**src/rtl/debounce_sync_if.sv**
```systemverilog
// Signal bundle between a raw board input and its debouncer: the raw level in,
// and the debounced level, edge strobes and busy flag out.
interface debounce_sync_if;
  logic btn_in;
  logic d_out;
  logic rise_pulse;
  logic fall_pulse;
  logic busy;

  modport master (output btn_in, input d_out, rise_pulse, fall_pulse, busy);
  modport slave  (input btn_in, output d_out, rise_pulse, fall_pulse, busy);
endinterface

```
**src/rtl/debounce_sync.sv**
```systemverilog
// Two-flop synchronizer plus stability counter and 4-state FSM that turns a
// bouncing asynchronous input into a clean level with one-cycle edge strobes.
module debounce_sync #(
  parameter int   STABLE_CYCLES = 50000,
  parameter int   CNT_W         = 16,
  parameter logic RESET_LEVEL   = 1'b0
) (
  input logic             clk,
  input logic             rst,
  debounce_sync_if.slave  bus
);

  typedef enum logic [1:0] {
    IDLE_LO = 2'd0,
    WAIT_HI = 2'd1,
    IDLE_HI = 2'd2,
    WAIT_LO = 2'd3
  } state_t;

  localparam logic [CNT_W-1:0] CNT_LAST    = CNT_W'(STABLE_CYCLES - 1);
  localparam state_t           RESET_STATE = RESET_LEVEL ? IDLE_HI : IDLE_LO;

  logic             sync1, sync2;
  state_t           state, state_n;
  logic [CNT_W-1:0] cnt, cnt_n;
  logic             d_q, d_n;
  logic             rise_q, rise_n;
  logic             fall_q, fall_n;
  logic             busy_q, busy_n;

  // NOTE: every flop here uses <= so all registers update from pre-edge values;
  // blocking = would let sync2 see this edge's sync1 and collapse the synchronizer.
  always_ff @(posedge clk) begin
    if (rst) begin
      sync1  <= RESET_LEVEL;
      sync2  <= RESET_LEVEL;
      state  <= RESET_STATE;
      cnt    <= '0;
      d_q    <= RESET_LEVEL;
      rise_q <= 1'b0;
      fall_q <= 1'b0;
      busy_q <= 1'b0;
    end else begin
      sync1  <= bus.btn_in;
      sync2  <= sync1;
      state  <= state_n;
      cnt    <= cnt_n;
      d_q    <= d_n;
      rise_q <= rise_n;
      fall_q <= fall_n;
      busy_q <= busy_n;
    end
  end

  // NOTE: defaults first so every path assigns every signal and no latch is inferred.
  always_comb begin
    state_n = state;
    cnt_n   = cnt;
    d_n     = d_q;
    rise_n  = 1'b0;
    fall_n  = 1'b0;

    unique case (state)
      IDLE_LO: begin
        if (sync2) begin
          state_n = WAIT_HI;
          cnt_n   = '0;
        end
      end
      WAIT_HI: begin
        if (!sync2) begin
          state_n = IDLE_LO;
          cnt_n   = '0;
        end else if (cnt == CNT_LAST) begin
          state_n = IDLE_HI;
          cnt_n   = '0;
          d_n     = 1'b1;
          rise_n  = 1'b1;
        end else begin
          cnt_n = cnt + CNT_W'(1);
        end
      end
      IDLE_HI: begin
        if (!sync2) begin
          state_n = WAIT_LO;
          cnt_n   = '0;
        end
      end
      WAIT_LO: begin
        if (sync2) begin
          state_n = IDLE_HI;
          cnt_n   = '0;
        end else if (cnt == CNT_LAST) begin
          state_n = IDLE_LO;
          cnt_n   = '0;
          d_n     = 1'b0;
          fall_n  = 1'b1;
        end else begin
          cnt_n = cnt + CNT_W'(1);
        end
      end
      default: begin
        state_n = RESET_STATE;
        cnt_n   = '0;
      end
    endcase

    // busy is registered from the next state so it tracks WAIT residency exactly
    busy_n = (state_n == WAIT_HI) || (state_n == WAIT_LO);
  end

  assign bus.d_out      = d_q;
  assign bus.rise_pulse = rise_q;
  assign bus.fall_pulse = fall_q;
  assign bus.busy       = busy_q;

endmodule
```
**src/flat_wrapper.sv**
```systemverilog
// flat-port wrapper written by rule: the top's interface ports become plain ports
module debounce_sync_flat 
#(
  parameter int   STABLE_CYCLES = 50000,
  parameter int   CNT_W         = 16,
  parameter logic RESET_LEVEL   = 1'b0
)
  (clk, rst, bus_btn_in, bus_d_out, bus_rise_pulse, bus_fall_pulse, bus_busy);
  debounce_sync_if bus_i ();
  input logic clk;
  input logic rst;
  input wire logic [$bits(bus_i.btn_in)-1:0] bus_btn_in;
  output wire logic [$bits(bus_i.d_out)-1:0] bus_d_out;
  output wire logic [$bits(bus_i.rise_pulse)-1:0] bus_rise_pulse;
  output wire logic [$bits(bus_i.fall_pulse)-1:0] bus_fall_pulse;
  output wire logic [$bits(bus_i.busy)-1:0] bus_busy;
  assign bus_i.btn_in = bus_btn_in;
  assign bus_d_out = bus_i.d_out;
  assign bus_rise_pulse = bus_i.rise_pulse;
  assign bus_fall_pulse = bus_i.fall_pulse;
  assign bus_busy = bus_i.busy;
  debounce_sync #(.STABLE_CYCLES(STABLE_CYCLES), .CNT_W(CNT_W), .RESET_LEVEL(RESET_LEVEL)) u_core (.clk(clk), .rst(rst), .bus(bus_i));
endmodule
```
**config.mk**
```make
export PLATFORM = sky130hd
export DESIGN_NAME = debounce_sync_flat
export DESIGN_NICKNAME = d
export VERILOG_FILES = /design/src/rtl/debounce_sync_if.sv /design/src/rtl/debounce_sync.sv /design/src/flat_wrapper.sv
export SDC_FILE = /design/constraint.sdc
export NUM_CORES = 1
export LEC_CHECK = 0
export CORE_ASPECT_RATIO = 1.25
export CORE_UTILIZATION = 50
export DETAILED_ROUTE_END_ITERATION = 10
export GPL_TIMING_DRIVEN = 0
export PLACE_DENSITY_LB_ADDON = 0.05
export SYNTH_ARGS = -nofsm -noshare
export SYNTH_HDL_FRONTEND = slang
export SYNTH_SLANG_ARGS = --single-unit
```
**constraint.sdc**
```tcl
create_clock -name clk -period 1.6 [get_ports clk]
set_input_delay 0.24 -clock clk [delete_from_list [all_inputs] [get_ports clk]]
set_output_delay 0.24 -clock clk [all_outputs]
set_load 0.05 [all_outputs]
```
==> run metrics, run 1 <==
outcome=finished, final reports clean; Hold Path Stages=1; CP startpoint kind=register; crit-path cells=buf_6 -> and4_4 -> nand4_1 -> buf_4 -> or3_1 -> a21oi_1; core area=0.002004 mm^2; main flop type after synthesis=dfxtp_1; Period Utilization, post-route=0.9710; first-pass GRT wire length=3843 um; maximum vdd drop=0.5624 mV; fraction of registers with async set/reset=0; mean post-synth cell area=8.658 um^2; drt pass-1 iters=4; # hold bufs at CTS=0; r2r endpoint=u_core.cnt[14]$_SDFFE_PP0P_; DR vias=1005; WL/cell=15.07 um; Layout Cells excl Fill=162; DRC Markers=0; Worst Hold Class=register to register; Yosys cell types=33; post-synthesis sequential area ratio=0.4254; hold worst-path end=u_core.sync2$_SDFF_PP0_; # diodes=0; WL final=2441 um; Mapped Area=0.001082 mm^2; Rows=18; cell with the most instances after synthesis=dfxtp_1; syn nets=129; Setup Skew=0.003228 ns; Reg2Reg Setup Slack=0.05 ns; Worst-Skew Late Latency=0.31 ns; Mapped Cells=125; dpl cells=151; post-synth top area cell=dfxtp_1; Nets=147; Die Ht=54.02 um; crit path max fanout=3; antenna violations before repair=0; Initial Utilization=0.5400; CP required=1.86 ns; post-synth top area share=0.4254; maxcap violations=0; kind of end point of the critical path=register; Ports=7; final hold violations=0; Via density=6.204; Die W=43.62 um; GRT Total Usage=0.2178; top post-synthesis cells by count=23 x dfxtp_1, 14 x a21oi_1, 10 x o21ai_0, 8 x or3_1, 7 x nand2_1; WP buf/inv=2; H-tree levels=1; Ys Warns=0; post-layout minimum cycle time=1.554 ns; Tightest Pin Transition=0.4859 ns; worst relative slew slack=0.6774; Post-synth EDFFs=0; DIE AREA=0.002356 mm^2; remaining antenna violation count after routing=0; DR iter-0 viols=20; Placer Congestion=0.7798; largest net degree at the start of global routing=14; Leak Pwr=0.4582 nW; Area contributors post-synth=dfxtp_1 43%, a21oi_1 6.5%, o21ai_0 4.6%; crit-path max cell delay=0.36 ns; share of cells above drive strength 1=0.2817; input/output buffers=6; worst r2r path cells=6; Setup TNS=0 ns; reg2reg start=u_core.cnt[7]$_SDFFE_PP0P_; CTS sink count=23; CTS clk-pin slew, worst paths=0.13 ns; fin util=0.6960; Hold Crit Start=u_core.sync1$_SDFF_PP0_; TritonCTS buffer count=3; area grow syn2layout=28.90%; Post-DP HPWL=1558 um; synthesized flop and latch total=23; critical path class=register to register; GRT Residual Overflow=0; Highest Clock Rate=0.6437 GHz; max-slew violations=0; Max clock buf depth=2; P per Cell Area=657.8 mW/mm^2; vias in the first global route=903; Worst Path Arrival=1.81 ns; # setup viols final=0; Max stage delay cell, worst path=dfxtp_2; CP top delay family=simple AND/OR/NAND/NOR gates; Root Buffer=clkbuf_4; CTS tree=built
## where the power goes
part	total, mW	internal, mW	switching [mW]
sequential	0.582	0.577	0.00517
clock	0.272	0.0936	0.178
combinational	0.0638	0.0219	0.0419
total	0.918	0.693	0.225
## cells in the final DEF (no fill, tap or decap), types with 4 or more instances in the layout
| cell | Yosys | routed |
|---|---|---|
| nor3_1 | 5 | 5 |
| dlygate4sd2_1 | 0 | 4 |
| dfxtp_2 | 0 | 10 |
| nand2_1 | 7 | 7 |
| a21oi_1 | 14 | 13 |
| buf_4 | 0 | 8 |
| inv_1 | 4 | 4 |
| nand4_1 | 6 | 6 |
| dfxtp_1 | 23 | 12 |
| nor2_1 | 6 | 4 |
| nand3_1 | 5 | 5 |
| or3_1 | 8 | 8 |
| o21ai_0 | 10 | 10 |
## stage by stage
step | power [mW] | setup WS (ns) | cell area [um^2] | hold WS [ns]
after floorplan | 0.6302 | 0.02229 | 1084 | 0.3116
after global placement | 0.6498 | -0.1537 | 1169 | 0.4298
after detailed placement | 0.6504 | -0.1836 | 1169 | 0.4434
after CTS | 0.9212 | 0.001676 | 1272 | 0.4613
after global routing | 0.9533 | -0.005829 | 1395 | 0.4571
final | 0.9177 | 0.04639 | 1395 | 0.4553
## flip-flops by register name (all words and copies together) (netlist names)
signal / flops
u_core.state: 1
u_core.bus.busy: 1
u_core.bus.d_out: 1
u_core.bus.fall_pulse: 1
u_core.bus.rise_pulse: 1
u_core.sync2: 1
u_core.cnt: 16
u_core.sync1: 1
## layout make-up
| cell class | instances | area (um^2) |
|---|---|---|
| Tap cell | 20 | 25.02 |
| Inverter | 4 | 15.01 |
| Clock inverter | 1 | 5.005 |
| Buffer | 3 | 20.02 |
| Multi-Input combinational cell | 94 | 715.7 |
| Fill cell | 164 | 609.3 |
| Clock buffer | 3 | 22.52 |
| Timing Repair Buffer | 14 | 115.1 |
| Sequential cell | 23 | 476.7 |
## what timing repair did
action | in CTS | in global routing
endpoints found under the setup margin | 21 | 17
buffers inserted | 3 | 5
gates resized for setup | 19 | 22
pin swaps | 4 | 2
## cells by family after synthesis
family	after synthesis	synth area share
multiplexers	3	0.02775
flip-flops	23	0.4254
AO/OA/AOI/OAI	31	0.1723
XOR/XNOR	3	0.03122
AND/OR/NAND/NOR	56	0.3029
adder cells (fa/ha/maj)	1	0.01156
buffers and inverters	8	0.02889
## routing by layer
metal | vias to the layer above | track usage | wire length, um
li1 | 510 | - | -
met1 | 471 | 0.2402 | 1017
met2 | 14 | 0.4179 | 1308
met3 | 10 | 0.02013 | 54
met4 | 0 | 0.09375 | 59
met5 | - | 0 | 0
## worst max path at each step
stage / startpoint / to / slack, ns / cells past startpoint
4_1_cts: u_core.cnt[2]$_SDFFE_PP0P_ / u_core.cnt[15]$_SDFFE_PP0P_ / 0.002 / 4
3_5_place_dp: u_core.state[1]$_SDFF_PP0_ / u_core.cnt[8]$_SDFFE_PP0P_ / -0.18 / 4
2_1_floorplan: u_core.bus.busy$_SDFF_PP0_ / u_core.cnt[10]$_SDFFE_PP0P_ / 0.02 / 5
3_3_place_gp: u_core.state[1]$_SDFF_PP0_ / u_core.cnt[8]$_SDFFE_PP0P_ / -0.15 / 4
6_report: u_core.cnt[7]$_SDFFE_PP0P_ / u_core.cnt[14]$_SDFFE_PP0P_ / 0.05 / 6
5_1_grt: u_core.cnt[7]$_SDFFE_PP0P_ / u_core.cnt[14]$_SDFFE_PP0P_ / -0.006 / 6
(Power assumes the default switching activity.)
==> run 2, diff against run 1 <==
- MAX_ROUTING_LAYER: not set -> met4
- SLEW_MARGIN: not set -> 10
- clock period: 1.6 -> 1.35 ns (I/O delays scaled with it)
==> run metrics, run 2 (synthesis gave the netlist of run 1 again) <==
outcome=finished with violations; failing checks=design-rule violations, negative setup slack; share of cells above drive strength 1=0.3800 (+0.09831); Max clock buf depth=2 (unchanged); input/output buffers=6 (unchanged); Initial Utilization=0.5400 (unchanged); max FFs per register=16 (unchanged); CP required=1.61 ns (-0.25 ns); DR iter-0 viols=25 (+25%); DRC Markers=1 (+1); crit-path max cell delay=0.41 ns (+0.05 ns); GRT Total Usage=0.2442 (+0.02643); drt pass-1 iters=7 (+3); Hold Slack=0.4247 ns (-0.03060 ns); CP top delay family=simple AND/OR/NAND/NOR gates; Placer Congestion=0.8679 (+11%); WL/cell=15.46 um (+2.6%); Leak Pwr=0.4867 nW (+6.2%); P_sw=268.1 uW (+19%); Ports=7 (unchanged); largest net degree at the start of global routing=14 (unchanged); Tightest Pin Transition=0.4876 ns (+0.001702 ns); RSZ-0062 raised after global routing=true; H-tree levels=1 (unchanged); CTS clk-pin slew, worst paths=0.13 ns (about the same); # hold bufs at CTS=0 (unchanged); Setup Skew=0.004794 ns (+0.001566 ns); core area=0.002004 mm^2 (unchanged); CTS tree=built; DIE AREA=0.002356 mm^2 (unchanged); CTS sink count=23 (unchanged); antenna violations before repair=0 (unchanged); GRT Residual Overflow=0 (unchanged); maxcap violations=0 (unchanged); Final WS setup=-0.1938 ns (-0.2402 ns); Layout Cells excl Fill=170 (+4.9%); max-slew violations=0 (unchanged); # diodes=0 (unchanged); kind of end point of the critical path=register; Highest Clock Rate=0.6477 GHz (+0.63%); Via density=6.329 (+2.0%); Worst Hold Class=input pin to register; Net Sw Frac=0.2465 (+0.001171); Die W=43.62 um (unchanged); CP startpoint kind=register; Clock power frac=0.295 (about the same); Root Buffer=clkbuf_4; dpl cells=151 (unchanged); Period Utilization, post-route=1.144 (+0.1726); crit-path cells=ha_4 -> and3_4 -> buf_8 -> o211ai_1 -> or3_1 -> a21oi_2; Post-DP HPWL=1607 um (+3.2%); Nets=155 (+5.4%); Rows=18 (unchanged); worst relative slew slack=0.6749 (-0.002421); remaining antenna violation count after routing=0 (unchanged); crit path max fanout=5 (+2); Power Internal=819.5 uW (+18%); Die Ht=54.02 um (unchanged); final hold violations=0 (unchanged); sequential share of power=0.631 (-0.003); TritonCTS buffer count=3 (unchanged); post-layout minimum cycle time=1.544 ns (-0.009783 ns); WL final=2628 um (+7.7%); maximum vdd drop=0.8762 mV (+56%); Comb pwr share=0.074 (+0.004); Max stage delay cell, worst path=or3_1; # setup viols final=18 (+18); area grow syn2layout=39.31%; vias in the first global route=941 (+4.2%); critical path class=register to register; largest reg by FF count=u_core.cnt; Worst-Skew Late Latency=0.32 ns (about the same); DR vias=1076 (+7.1%); P per Cell Area=721.4 mW/mm^2 (+9.7%); most frequent cells in the layout=13 x a21oi_1, 13 x buf_4, 11 x dfxtp_1; first-pass GRT wire length=4112 um (+7.0%); WP buf/inv=1 (-1); Worst Path Arrival=1.80 ns (about the same)
[run 2: layout make-up]
class | instances | area [um^2]
inverters | 4 | 15.01
well taps | 20 | 25.02
fillers | 138 | 496.7
multi-input cells | 95 | 745.7
flip-flops and latches | 23 | 483.0
plain buffers | 4 | 43.79
repair buffers | 20 | 167.7
clock buffers | 3 | 22.52
clock inverters | 1 | 5.005
[run 2: power by group through the flow]
stage | Sequential (mW) | Clock [mW] | Combinational (mW)
floorplan | 0.716 | 0 | 0.0317
global placement | 0.704 | 0 | 0.0667
detailed placement | 0.704 | 0 | 0.0669
CTS | 0.686 | 0.329 | 0.0798
global route | 0.688 | 0.355 | 0.0872
finish | 0.686 | 0.321 | 0.0808
[run 2: routing by layer]
metal | vias up | track usage | routed length [um]
met3 | 6 | 0.02349 | 97
met2 | 21 | 0.4030 | 1360
met5 | - | - | 0
met4 | 0 | 0.1354 | 62
met1 | 521 | 0.2913 | 1107
li1 | 528 | - | -
[run 2: through the flow]
stage	utilization	total power [mW]	TNS (ns)	worst slack (ns)	area, um^2
floorplan	-	0.7481	-0.1924	-0.05948	1136
global placement	0.6092	0.7707	-4.274	-0.2710	1221
detailed placement	0.6092	0.7714	-4.632	-0.2925	1221
CTS	0.7335	1.094	-1.099	-0.1415	1470
global route	0.7522	1.130	-3.642	-0.2734	1508
finish	0.7522	1.088	-1.904	-0.1938	1508
[run 2: worst reg2reg max path, cell delays in order, from the launching register on]
cell and delay, ns:
dfxtp_2 0.38, ha_4 0.13, and3_4 0.17, buf_8 0.10
o211ai_1 0.17, or3_1 0.41, a21oi_2 0.12
[run 2: worst paths after layout]
kind                                            startpoint                          end  slack [ns]  cells past startpoint
worst min register to register     u_core.sync1$_SDFF_PP0_      u_core.sync2$_SDFF_PP0_        0.46                      1
worst min-delay path                            bus_btn_in      u_core.sync1$_SDFF_PP0_        0.42                      2
worst max register to register  u_core.cnt[0]$_SDFFE_PP0P_  u_core.cnt[14]$_SDFFE_PP0P_       -0.19                      6
worst max-delay path            u_core.cnt[0]$_SDFFE_PP0P_  u_core.cnt[14]$_SDFFE_PP0P_       -0.19                      6
[run 2: timing repair]
| action | 4_1_cts | 5_1_grt |
|---|---|---|
| cloned | 1 | 0 |
| pin swaps | 9 | 8 |
| setup endpoints to repair | 25 | 22 |
| setup buffers | 11 | 3 |
| gates resized for setup | 38 | 8 |
